[config.mk]
export PLATFORM = sky130hd
export DESIGN_NAME = stopwatch_ctrl
export DESIGN_NICKNAME = d
export VERILOG_FILES = /design/src/rtl/stopwatch_ctrl.sv
export SDC_FILE = /design/constraint.sdc
export NUM_CORES = 1
export LEC_CHECK = 0
export ABC_AREA = 0
export CAP_MARGIN = 10
export CORE_MARGIN = 4
export CORE_UTILIZATION = 60
export DETAILED_ROUTE_END_ITERATION = 10
export PLACE_DENSITY = 0.94
export SLEW_MARGIN = 20
export SYNTH_ARGS = -nofsm -noshare
export SYNTH_HDL_FRONTEND = slang
export SYNTH_SLANG_ARGS = --single-unit
[constraint.sdc]
create_clock -name clk -period 4.3 [get_ports clk]
set_input_delay 0.645 -clock clk [delete_from_list [all_inputs] [get_ports clk]]
set_output_delay 0.645 -clock clk [all_outputs]
set_load 0.05 [all_outputs]
[src/rtl/stopwatch_ctrl.sv]
// Run/pause/clear sequencer and tick prescaler for the stopwatch BCD digit chain.
// Drives the chain's enable, direction, clear and preset-load controls.
module stopwatch_ctrl #(
    parameter int unsigned TICK_DIVISOR  = 1000000,
    parameter int unsigned PRESCALE_BITS = 20
) (
    input  logic clk,
    input  logic rst,
    input  logic start_stop,
    input  logic clear,
    input  logic mode_down,
    input  logic at_zero,
    output logic count_en,
    output logic up_down,
    output logic digits_clr,
    output logic digits_load,
    output logic running,
    output logic alarm
);

    localparam logic [1:0] S_IDLE  = 2'd0;
    localparam logic [1:0] S_RUN   = 2'd1;
    localparam logic [1:0] S_PAUSE = 2'd2;
    localparam logic [1:0] S_DONE  = 2'd3;

    localparam logic [PRESCALE_BITS-1:0] PRESC_TERM = PRESCALE_BITS'(TICK_DIVISOR - 1);
    localparam logic [PRESCALE_BITS-1:0] PRESC_ONE  = PRESCALE_BITS'(1);

    logic [1:0]               state_q;
    logic [1:0]               state_d;
    logic [PRESCALE_BITS-1:0] presc_q;
    logic [PRESCALE_BITS-1:0] presc_d;
    logic                     dir_down_q;
    logic                     dir_down_d;
    logic                     count_en_d;
    logic                     digits_clr_d;
    logic                     digits_load_d;
    logic                     advance;

    // Next-state logic. A cycle that ends in RUN (staying or entering) advances
    // the prescaler, so count_en lands registered on the cycle after terminal count.
    always_comb begin
        state_d       = state_q;
        presc_d       = presc_q;
        dir_down_d    = dir_down_q;
        count_en_d    = 1'b0;
        digits_clr_d  = 1'b0;
        digits_load_d = 1'b0;
        advance       = 1'b0;

        if (state_q == S_IDLE) begin
            dir_down_d = mode_down;
        end

        if (clear) begin
            state_d       = S_IDLE;
            presc_d       = '0;
            digits_clr_d  = ~dir_down_d;
            digits_load_d = dir_down_d;
        end else begin
            case (state_q)
                S_IDLE: begin
                    if (start_stop) begin
                        if (dir_down_q && at_zero) begin
                            state_d = S_DONE;
                        end else begin
                            state_d = S_RUN;
                            advance = 1'b1;
                        end
                    end
                end
                S_RUN: begin
                    if (dir_down_q && at_zero) begin
                        state_d = S_DONE;
                    end else if (start_stop) begin
                        state_d = S_PAUSE;
                    end else begin
                        advance = 1'b1;
                    end
                end
                S_PAUSE: begin
                    if (start_stop) begin
                        state_d = S_RUN;
                        advance = 1'b1;
                    end
                end
                default: begin
                    state_d = S_DONE;
                end
            endcase
        end

        if (advance) begin
            if (presc_q == PRESC_TERM) begin
                count_en_d = 1'b1;
                presc_d    = '0;
            end else begin
                presc_d    = presc_q + PRESC_ONE;
            end
        end
    end

    // State and output registers.
    always_ff @(posedge clk) begin
        if (rst) begin
            state_q     <= S_IDLE;
            presc_q     <= '0;
            dir_down_q  <= 1'b0;
            count_en    <= 1'b0;
            digits_clr  <= 1'b0;
            digits_load <= 1'b0;
        end else begin
            state_q     <= state_d;
            presc_q     <= presc_d;
            dir_down_q  <= dir_down_d;
            count_en    <= count_en_d;
            digits_clr  <= digits_clr_d;
            digits_load <= digits_load_d;
        end
    end

    assign up_down = ~dir_down_q;
    assign running = (state_q == S_RUN);
    assign alarm   = (state_q == S_DONE);

endmodule

==> flow_metrics.env <==
export IMPL_vias=1232
export IMPL_dp_hpwl_microns=2190
export IMPL_drive_gt1_share_pct=6.94
export IMPL_tritoncts="built"
export IMPL_status="finished clean"
export IMPL_area_delta_synth_final_pct=10.1
export IMPL_detail_route_antenna_nets=0
export IMPL_post_route_min_period_ps=2750
export IMPL_clkTransAtPathRegs_ps=130
export IMPL_crit_type="primary input to flop"
export IMPL_dieArea_sq_um=3070
export IMPL_drc=0
export IMPL_finalSetupViolations=0
export IMPL_drt_iter0_drc=49
export IMPL_maxSlewHeadroom_pct=35.7
export IMPL_synthMostInstantiatedCell="dfxtp_1"
export IMPL_start_kind="primary input"
export IMPL_fill_cells=153
export IMPL_cp_end_kind="flop"
export IMPL_fp_dieW_microns=55.4
export IMPL_finalWeightedCongestion=0.855
export IMPL_grt_pass1_vias=1175
export IMPL_cts_buffer_depth=2
export IMPL_cts_hold_buffers=0
export IMPL_placed_cells=196
export IMPL_synth_area_leaders="dfxtp_1, nand2_1, a31oi_1"
export IMPL_ir_worst_vdd_v=0.000213
export IMPL_rsz0062_at_grt="false"
export IMPL_synth_seq_area_share_pct=38.7
export IMPL_syn_instance_count=164
export IMPL_arrival_ps=2970
export IMPL_antenna_found_initial=0
export IMPL_post_cts_resized=0
export IMPL_pwr_density_cell_nw_per_um2=279
export IMPL_ys_types=46
export IMPL_antenna_cells=0
export IMPL_cp_slowest_cell="a211oi_4"
export IMPL_start_util_pct=65.9
export IMPL_rows=16
export IMPL_overflow=0
export IMPL_num_io_pins=12
export IMPL_post_cts_buffers=0
export IMPL_htree_levels=1
export IMPL_period_share_pct=63.9
export IMPL_path_cells="clkdlybuf4s50_1, o32a_1, a211oi_4, inv_1, o311ai_0"
export IMPL_post_synth_top_area_fraction_pct=38.7
export IMPL_routed_wl_microns=2870
export IMPL_avgSynthCellArea_sq_um=8.21
export IMPL_cap_violations=0
export IMPL_clock_latency_ps=330
export IMPL_grt_max_degree=28
export IMPL_ff2ff_path_depth=5
export IMPL_yosys_area_top_type="dfxtp_1"
export IMPL_setup_tns_ps=0
export IMPL_fin_nets=181
export IMPL_yosys_top_cells_count="dfxtp_1, nand2_1, a21oi_1, a31oi_1, nor2_1"
export IMPL_cts_sinks=26
export IMPL_synth_nets=171
export IMPL_leakagePower_nw=0.499
export IMPL_grt_pass1_wl_microns=5160
export IMPL_synth_edf_count=0
export IMPL_cp_max_fo=27
export IMPL_grt_use_total_pct=20.1
export IMPL_async_flop_share_pct=0
export IMPL_slew_viol_final=0
export IMPL_yosys_warnings=0
export IMPL_synth_seq_cells=26
export IMPL_fin_skew_ps=12.1
export IMPL_numPortBuffers=11
export IMPL_max_freq_mhz=364
export IMPL_ys_flop_type="dfxtp_1"
export IMPL_wire_per_inst_microns=14.4
export IMPL_die_y_microns=55.4
export IMPL_viasPerCell=6.16
export IMPL_final_cells=200
export IMPL_cp_required_ps=4520
export IMPL_cts_buffers=3
export IMPL_hp_class="flop to flop"
export IMPL_cts_root_buf="clkbuf_4"
export IMPL_hold_depth=1
export IMPL_worst_pin_slew_ps=961
export IMPL_dr_pass1_iters=5
export IMPL_finalHoldViolations=0
export IMPL_synth_area_sq_um=1350
export IMPL_core_area_sq_um=2040
export IMPL_cpPeakStageDelay_ps=810
metrics by stage:
step                      total power [mW]  cell area, sq um  setup slack [ps]  util [%]  hold slack, ps
after detailed placement             0.295              1450              1240      70.8             477
after global placement               0.292              1450              1400      70.8             461
final                                0.414              1480              1550      72.6             510
after global routing                 0.426              1480              1250      72.6             537
after floorplan                      0.282              1350              2260         -             439
after CTS                            0.414              1480              1560      72.6             507
where the power goes:
group | internal, mW | leakage, nW | switching [mW] | total [mW]
clock network | 0.0518 | 0.0210 | 0.0720 | 0.124
registers | 0.244 | 0.210 | 0.00277 | 0.247
logic | 0.0167 | 0.268 | 0.0264 | 0.0430
final cells by class:
class	instances	area, sq um	area share (%)
Inverter	6	22.5	1.52
Multi-Input combinational cell	126	759	51.2
Clock buffer	4	36.3	2.45
Tap cell	27	33.8	2.28
Timing Repair Buffer	11	110	7.43
Sequential cell	26	520	35.1
registers in the layout, indices dropped and copies added (netlist names):
signal,cells
state_q,2
count_en,1
digits_load,1
digits_clr,1
presc_q,20
dir_down_q,1
cell usage in the layout (no fill, tap or decap), drive strengths merged, types with 2 or more instances in the layout:
cell type       n
and3            2
nand2          22
a211oi          2
or3             2
inv             6
a31oi          13
nor2           13
or4b            3
nand2b          5
and3b           2
nand4           3
and2            3
o21ai           7
nand3           9
nor4            2
a21oi          13
clkbuf          4
nor3            4
or2b            2
dfxtp          26
clkdlybuf4s50  11
worst max-delay path: cells and delay by family:
kind	cells	cell delay (ps)
AO/OA/AOI/OAI	3	1690
buffers and inverters	2	640
logic make-up (layout without fill, tap and decap cells):
| family | Yosys count | in the layout | share of synthesized area, % |
|---|---|---|---|
| xor+xnor | 2 | 2 | 1.30 |
| compound gates | 45 | 45 | 21.8 |
| fa+ha+maj | 1 | 1 | 0.929 |
| buf+inv | 12 | 21 | 4.93 |
| flops | 26 | 26 | 38.7 |
| simple gates | 76 | 76 | 30.8 |
| mux | 2 | 2 | 1.58 |
per-layer routing:
| metal | part of all wire [%] | up-vias | global-route usage [%] |
|---|---|---|---|
| met5 | 0 | - | 0 |
| met4 | 1.5 | 0 | 6.94 |
| met3 | 4.9 | 6 | 2.10 |
| met2 | 49 | 32 | 33.8 |
| met1 | 45 | 576 | 26.5 |
| li1 | - | 618 | - |
worst paths after layout:
| path | from | to | slack [ps] |
|---|---|---|---|
| setup / recovery | start_stop | presc_q[7] | 1550 |
| hold reg to reg | presc_q[14] | presc_q[14] | 510 |
| hold / removal | presc_q[14] | presc_q[14] | 510 |
| setup reg to reg | state_q[0] | presc_q[7] | 1860 |
(Power assumes the default switching activity.)
